==> src/rtl/line_scheduler_if.sv <==
`default_nettype none
// ============================================================================
// Interface : line_scheduler_if
// Brief     : Option-RAM read port and solver stream between scheduler and solver.
// Revision  : 1.0 - initial release
// ============================================================================
interface line_scheduler_if #(
  parameter int SIZE     = 3,
  parameter int MAX_OPTS = 8
);
  localparam int c_addrw = $clog2(2 * SIZE * MAX_OPTS);

  logic               mem_rd;
  logic [c_addrw-1:0] mem_addr;
  logic [SIZE-1:0]    mem_data;

  logic               sol_valid;
  logic [SIZE-1:0]    sol_data;
  logic               sol_first;
  logic               sol_ready;
  logic               sol_done;
  logic               sol_put_back;
  logic               sol_progress;

  modport master (
    output mem_rd, mem_addr,
    input  mem_data,
    output sol_valid, sol_data, sol_first,
    input  sol_ready, sol_done, sol_put_back, sol_progress
  );

  modport slave (
    input  mem_rd, mem_addr,
    output mem_data,
    input  sol_valid, sol_data, sol_first,
    output sol_ready, sol_done, sol_put_back, sol_progress
  );
endinterface
`default_nettype wire

==> src/rtl/line_scheduler.sv <==
`default_nettype none
// ============================================================================
// Module   : line_scheduler
// Brief    : Circular work queue of board lines; streams each line's index and
//            candidate options to the solver and re-queues unresolved lines.
// Revision : 1.0 - initial release
// ============================================================================
module line_scheduler #(
  parameter int SIZE     = 3,
  parameter int MAX_OPTS = 8,
  parameter int CNTW     = 7
) (
  input  logic                      clk,
  input  logic                      rst,
  input  logic                      start,
  input  logic                      cnt_we,
  input  logic [$clog2(2*SIZE)-1:0] cnt_idx,
  input  logic [CNTW-1:0]           cnt_data,
  line_scheduler_if.master          bus,
  output logic                      busy,
  output logic                      done,
  output logic                      stuck
);
  localparam int c_lines = 2 * SIZE;
  localparam int c_idxw  = $clog2(c_lines);
  localparam int c_addrw = $clog2(c_lines * MAX_OPTS);
  localparam int c_kb    = $clog2(MAX_OPTS);
  localparam int c_kw    = (c_kb > 0) ? c_kb : 1;
  localparam int c_ow    = $clog2(c_lines + 1);

  typedef enum logic [3:0] {
    S_IDLE      = 4'd0,
    S_INIT      = 4'd1,
    S_POP       = 4'd2,
    S_SEND_IDX  = 4'd3,
    S_FETCH     = 4'd4,
    S_LOAD      = 4'd5,
    S_SEND_OPT  = 4'd6,
    S_WAIT_DONE = 4'd7,
    S_DONE      = 4'd8,
    S_STUCK     = 4'd9
  } state_t;

  state_t              r_state;
  logic [CNTW-1:0]     r_cnt [c_lines];
  logic [c_idxw-1:0]   r_q   [c_lines];
  logic [c_lines-1:0]  r_pend;
  logic [c_idxw-1:0]   r_head, r_tail, r_cur, r_init;
  logic [c_ow-1:0]     r_occ, r_np;
  logic [c_kw-1:0]     r_k;
  logic                r_busy, r_done, r_stuck;
  logic                r_sol_valid, r_sol_first, r_mem_rd;
  logic [SIZE-1:0]     r_sol_data;
  logic [c_addrw-1:0]  r_mem_addr;

  logic [CNTW-1:0]     w_cur_cnt, w_cnt_wr;
  logic                w_cfg_ok, w_push, w_last, w_stall;
  logic [c_ow-1:0]     w_np_next, w_occ_next;

  function automatic logic [c_idxw-1:0] f_next(input logic [c_idxw-1:0] idx);
    return (idx == c_idxw'(c_lines - 1)) ? '0 : idx + c_idxw'(1);
  endfunction

  function automatic logic [c_addrw-1:0] f_addr(input logic [c_idxw-1:0] line,
                                                input logic [c_kw-1:0]   k);
    return (c_addrw'(line) << c_kb) | c_addrw'(k);
  endfunction

  assign w_cfg_ok   = (r_state == S_IDLE) || (r_state == S_DONE) || (r_state == S_STUCK);
  assign w_cnt_wr   = (int'(cnt_data) > MAX_OPTS) ? CNTW'(MAX_OPTS) : cnt_data;
  assign w_cur_cnt  = r_cnt[r_cur];
  assign w_last     = (CNTW'(r_k) + CNTW'(1)) == w_cur_cnt;
  // The pending bit is the duplicate guard, so the queue can never overflow.
  assign w_push     = bus.sol_put_back && !r_pend[r_cur];
  assign w_np_next  = bus.sol_progress ? '0 : r_np + c_ow'(1);
  assign w_occ_next = r_occ + c_ow'(w_push);
  assign w_stall    = (w_np_next >= w_occ_next) && (w_occ_next != '0);

  always_ff @(posedge clk or negedge rst) begin
    if (!rst) begin
      r_state     <= S_IDLE;
      r_pend      <= '0;
      r_head      <= '0;
      r_tail      <= '0;
      r_cur       <= '0;
      r_init      <= '0;
      r_occ       <= '0;
      r_np        <= '0;
      r_k         <= '0;
      r_busy      <= 1'b0;
      r_done      <= 1'b0;
      r_stuck     <= 1'b0;
      r_sol_valid <= 1'b0;
      r_sol_first <= 1'b0;
      r_sol_data  <= '0;
      r_mem_rd    <= 1'b0;
      r_mem_addr  <= '0;
      for (int i = 0; i < c_lines; i++) begin
        r_cnt[i] <= '0;
        r_q[i]   <= '0;
      end
    end else begin
      if (w_cfg_ok && cnt_we && (int'(cnt_idx) < c_lines))
        r_cnt[cnt_idx] <= w_cnt_wr;

      case (r_state)
        S_IDLE, S_DONE, S_STUCK: begin
          if (start) begin
            r_state <= S_INIT;
            r_done  <= 1'b0;
            r_stuck <= 1'b0;
            r_busy  <= 1'b1;
            r_np    <= '0;
            r_head  <= '0;
            r_tail  <= '0;
            r_occ   <= '0;
            r_pend  <= '0;
            r_init  <= '0;
          end
        end
        S_INIT: begin
          r_q[r_tail]    <= r_init;
          r_pend[r_init] <= 1'b1;
          r_tail         <= f_next(r_tail);
          r_occ          <= r_occ + c_ow'(1);
          r_init         <= r_init + c_idxw'(1);
          if (r_init == c_idxw'(c_lines - 1))
            r_state <= S_POP;
        end
        S_POP: begin
          if (r_occ == '0) begin
            r_state <= S_DONE;
            r_done  <= 1'b1;
            r_busy  <= 1'b0;
          end else begin
            r_cur              <= r_q[r_head];
            r_pend[r_q[r_head]] <= 1'b0;
            r_head             <= f_next(r_head);
            r_occ              <= r_occ - c_ow'(1);
            r_k                <= '0;
            r_sol_valid        <= 1'b1;
            r_sol_first        <= 1'b1;
            r_sol_data         <= SIZE'(r_q[r_head]);
            r_state            <= S_SEND_IDX;
          end
        end
        S_SEND_IDX: begin
          if (bus.sol_ready) begin
            r_sol_valid <= 1'b0;
            r_sol_first <= 1'b0;
            if (w_cur_cnt == '0) begin
              r_state <= S_WAIT_DONE;
            end else begin
              r_mem_rd   <= 1'b1;
              r_mem_addr <= f_addr(r_cur, r_k);
              r_state    <= S_FETCH;
            end
          end
        end
        S_FETCH: begin
          r_mem_rd <= 1'b0;
          r_state  <= S_LOAD;
        end
        S_LOAD: begin
          r_sol_data  <= bus.mem_data;
          r_sol_valid <= 1'b1;
          r_state     <= S_SEND_OPT;
        end
        S_SEND_OPT: begin
          if (bus.sol_ready) begin
            r_sol_valid <= 1'b0;
            if (w_last) begin
              r_state <= S_WAIT_DONE;
            end else begin
              r_k        <= r_k + c_kw'(1);
              r_mem_rd   <= 1'b1;
              r_mem_addr <= f_addr(r_cur, r_k + c_kw'(1));
              r_state    <= S_FETCH;
            end
          end
        end
        S_WAIT_DONE: begin
          if (bus.sol_done) begin
            if (w_push) begin
              r_q[r_tail]   <= r_cur;
              r_tail        <= f_next(r_tail);
              r_pend[r_cur] <= 1'b1;
            end
            r_occ <= w_occ_next;
            r_np  <= w_np_next;
            if (w_stall) begin
              r_state <= S_STUCK;
              r_stuck <= 1'b1;
              r_busy  <= 1'b0;
            end else begin
              r_state <= S_POP;
            end
          end
        end
        default: r_state <= S_IDLE;
      endcase
    end
  end

  assign bus.sol_valid = r_sol_valid;
  assign bus.sol_first = r_sol_first;
  assign bus.sol_data  = r_sol_data;
  assign bus.mem_rd    = r_mem_rd;
  assign bus.mem_addr  = r_mem_addr;
  assign busy          = r_busy;
  assign done          = r_done;
  assign stuck         = r_stuck;
endmodule
`default_nettype wire

==> src/flat_wrapper.sv <==
// flat-port wrapper written by rule: the top's interface ports become plain ports
module line_scheduler_flat 
#(
  parameter int SIZE     = 3,
  parameter int MAX_OPTS = 8,
  parameter int CNTW     = 7
)
  (clk, rst, start, cnt_we, cnt_idx, cnt_data, busy, done, stuck, bus_mem_rd, bus_mem_addr, bus_mem_data, bus_sol_valid, bus_sol_data, bus_sol_first, bus_sol_ready, bus_sol_done, bus_sol_put_back, bus_sol_progress);
  line_scheduler_if #(.SIZE(SIZE), .MAX_OPTS(MAX_OPTS)) bus_i ();
  input  logic clk;
  input  logic rst;
  input  logic start;
  input  logic cnt_we;
  input  logic [$clog2(2*SIZE)-1:0] cnt_idx;
  input  logic [CNTW-1:0] cnt_data;
  output logic busy;
  output logic done;
  output logic stuck;
  output wire logic [$bits(bus_i.mem_rd)-1:0] bus_mem_rd;
  output wire logic [$bits(bus_i.mem_addr)-1:0] bus_mem_addr;
  input wire logic [$bits(bus_i.mem_data)-1:0] bus_mem_data;
  output wire logic [$bits(bus_i.sol_valid)-1:0] bus_sol_valid;
  output wire logic [$bits(bus_i.sol_data)-1:0] bus_sol_data;
  output wire logic [$bits(bus_i.sol_first)-1:0] bus_sol_first;
  input wire logic [$bits(bus_i.sol_ready)-1:0] bus_sol_ready;
  input wire logic [$bits(bus_i.sol_done)-1:0] bus_sol_done;
  input wire logic [$bits(bus_i.sol_put_back)-1:0] bus_sol_put_back;
  input wire logic [$bits(bus_i.sol_progress)-1:0] bus_sol_progress;
  assign bus_mem_rd = bus_i.mem_rd;
  assign bus_mem_addr = bus_i.mem_addr;
  assign bus_i.mem_data = bus_mem_data;
  assign bus_sol_valid = bus_i.sol_valid;
  assign bus_sol_data = bus_i.sol_data;
  assign bus_sol_first = bus_i.sol_first;
  assign bus_i.sol_ready = bus_sol_ready;
  assign bus_i.sol_done = bus_sol_done;
  assign bus_i.sol_put_back = bus_sol_put_back;
  assign bus_i.sol_progress = bus_sol_progress;
  line_scheduler #(.SIZE(SIZE), .MAX_OPTS(MAX_OPTS), .CNTW(CNTW)) u_core (.clk(clk), .rst(rst), .start(start), .cnt_we(cnt_we), .cnt_idx(cnt_idx), .cnt_data(cnt_data), .bus(bus_i), .busy(busy), .done(done), .stuck(stuck));
endmodule
==> config.mk <==
export PLATFORM = sky130hd
export DESIGN_NAME = line_scheduler_flat
export DESIGN_NICKNAME = d
export VERILOG_FILES = /design/src/rtl/line_scheduler_if.sv /design/src/rtl/line_scheduler.sv /design/src/flat_wrapper.sv
export SDC_FILE = /design/constraint.sdc
export NUM_CORES = 1
export LEC_CHECK = 0
export CORE_MARGIN = 3
export CORE_UTILIZATION = 55
export CTS_BUF_LIST = sky130_fd_sc_hd__clkbuf_8
export CTS_CLUSTER_DIAMETER = 120
export DETAILED_ROUTE_END_ITERATION = 6
export PLACE_DENSITY = 0.75
export SYNTH_ARGS = -nofsm -noshare
export SYNTH_HDL_FRONTEND = slang
export SYNTH_SLANG_ARGS = --single-unit
==> constraint.sdc <==
create_clock -name clk -period 3.95 [get_ports clk]
set_clock_uncertainty 0.1 [all_clocks]
set_input_delay 0.79 -clock clk [delete_from_list [all_inputs] [get_ports clk]]
set_output_delay 0.79 -clock clk [all_outputs]
set_load 0.05 [all_outputs]
==> impl_metrics.ini <==
[run_status]
status = completed

[synthesis]
synth_ff_type = dfrtp_1
seq_area_frac_synth = 0.464
synth_top_cell_area_share = 0.464
synth_mux_area_frac = 0.115
synth_cell_types = 74
yosys.area.top_type = dfrtp_1
synth_area_per_cell_sq_um = 10.2
ys_ff_latch = 106
synth_xor_area_frac = 0.00919
synthAdderAreaFrac = 0.0254
synth-compound-area-share = 0.148
netlist_area_sq_um = 5720
synth_cells = 559
async_reset_ff_frac = 1.00
ys_warn_count = 0
syn-num-nets = 591
yosys.area_share.simple = 0.201
synth_edf_count = 0
ys_top_cells_by_area = dfrtp_1 (46%), mux2_2 (5.5%), nand2_1 (3.3%)
synth_top_family_by_area = simple AND/OR/NAND/NOR gates

[pwr]
ir_drop_mv = 0.320
leakagePower_nw = 2.83
powerDensity_nw_per_um2 = 752

[clocking]
clk_pin_slew_ps = 90
post-cts-setup-buffers = 0
hold_buffers = 0
htree_levels = 3
clock_latency_ps = 380
clockBufferDepth = 2
clock_sinks = 106
ctsResizeCount = 0
cts-root-buf = clkbuf_8
tritoncts = yes
cts_inserted_buffers = 9

[timing]
fin_setup_tns_ps = 0
min_period_over_period = 0.881
setup_viol = 0
rsz0062_at_grt = false
timing.hold.ws_ps = 326
drv_slew = 0
tightest_slew_ps = 978
fmax_mhz = 287
slew_headroom = 0.346
period_needed_ps = 3480
hold_viol = 0

[setup_path]
cp-endpoint = u_core.busy
critical_path_class = reg2reg
worstReg2RegEnd = u_core.busy
cp_max_fo = 18
worstSetupEndpointType = register
r2r_slack_ps = 470
critPathArrivalTime_ps = 3640
r2r_cells = 14
crit_path_start = u_core.r_cur[2]
critPathRequiredTime_ps = 4110
r2r_start = u_core.r_cur[2]
startpoint_type = register

[grt]
grt-ovfl-total = 0
grt_pass1_vias = 4298
grt_pass1_wl_mm = 21.8
grt_max_degree = 59
grt_util_all_layers = 0.239
antenna_found_initial = 0

[cells_and_area]
num_antenna_cells = 0
final_common_cell = dfrtp_1
multi_input_area_sq_um = 2860
layout.area.seq_sq_um = 2650
fillers = 805
utilization = 0.638
nNetsFinal = 619
drive_above_1_share = 0.143
area_growth_pct = 11.1
final_cell_mix = dfrtp_1 (106), nor2_1 (51), nand2_1 (51)

[floorplan]
fp.dieW_microns = 108
rows = 36
ios = 36
initial_core_util = 0.575
die_height_microns = 108
die-area_sq_um = 11700
core_sq_um = 9950

[route]
drtIter0Drc = 309
vias = 4386
drc = 0
drt_pass1_iterations = 5
drt_wl_total_mm = 12.8
postRouteAntennaNets = 0
via_per_inst = 6.07
routedWlPerCell_microns = 17.8

[placement]
gp_congestion = 0.886
port-buffer-count = 35
hpwlAfterDp_mm = 9.42

[worst_hold_path]
min_path_type = in2async

[job]
maxCapViolations = 0
[metal layers]
metal	vias up	wire length (microns)	GRT usage
met4	0	245	0.0848
li1	2067	-	-
met1	2163	6000	0.339
met3	21	688	0.0466
met2	135	5890	0.369
met5	-	0	0
[synth_stat cells (all sizes together) (6+ instances only)]
cell    instances
a211oi          6
a21o            7
a21oi          34
a31oi           6
and2           13
buf            11
clkbuf         17
dfrtp         106
ha             10
inv            16
mux2           38
mux2i          13
nand2          51
nand2b          9
nand3          11
nand3b          6
nor2           53
nor2b          14
nor3           14
nor4            8
o21ai          38
o31ai           8
[kinds of logic (layout without fill, tap and decap cells)]
logic type	after synthesis	in the layout
compound gates	128	128
buf+inv	44	74
mux	54	54
xor+xnor	6	6
flops	106	106
simple gates	210	210
fa+ha+maj	11	11
[area by class of cell]
cell class / instances / area share
clock buffers: 10 / 0.0217
multi-input cells: 409 / 0.450
repair buffers: 45 / 0.0685
well taps: 133 / 0.0262
clock inverters: 3 / 0.00670
inverters: 16 / 0.00945
flip-flops and latches: 106 / 0.418
[registers in the layout (all words and copies together), names as in the netlist, 4 cells and up]
| signal | count |
|---|---|
| u_core.r_cnt | 42 |
| u_core.r_q | 18 |
| u_core.bus.mem_addr | 6 |
| u_core.r_pend | 6 |
| u_core.r_state | 4 |
[metrics by stage]
stage               total power [mW]  area [sq um]  setup WS, ps  instances
finish                          4.77          6350           471        722
global route                    5.14          6350           141        722
floorplan                       3.50          5720           983        559
detailed placement              4.11          6170           272        709
global placement                4.04          6170           319        709
CTS                             4.78          6350           487        722
[where the power goes]
group | leakage, nW | internal, mW | switching (mW)
Sequential | 1.41 | 1.39 | 0.393
Clock | 0.0901 | 0.299 | 0.351
Combinational | 1.34 | 0.970 | 1.37
[critical path, stage by stage, from the launching register on]
cell	delay, ps
dfrtp_1	600
nor2b_1	270
a22o_1	250
a211oi_1	300
buf_4	190
ha_1	150
ha_1	150
xor2_1	240
inv_1	80
ha_1	280
a21oi_1	70
nor2_1	200
a31oi_1	110
nor3_1	260
o21ai_0	100
[worst min path at each step]
| stage | end | slack, ps | cells after the start |
|---|---|---|---|
| after floorplan | u_core.r_cnt[2] | 340 | 2 |
| after global placement | u_core.r_cnt[14] | 360 | 2 |
| after detailed placement | u_core.r_cnt[10] | 370 | 2 |
| after CTS | u_core.r_cnt[3] | 330 | 1 |
| after global routing | u_core.r_cnt[7] | 370 | 1 |
| final | u_core.r_cnt[10] | 330 | 1 |
Power figures use the tool's default switching activity.
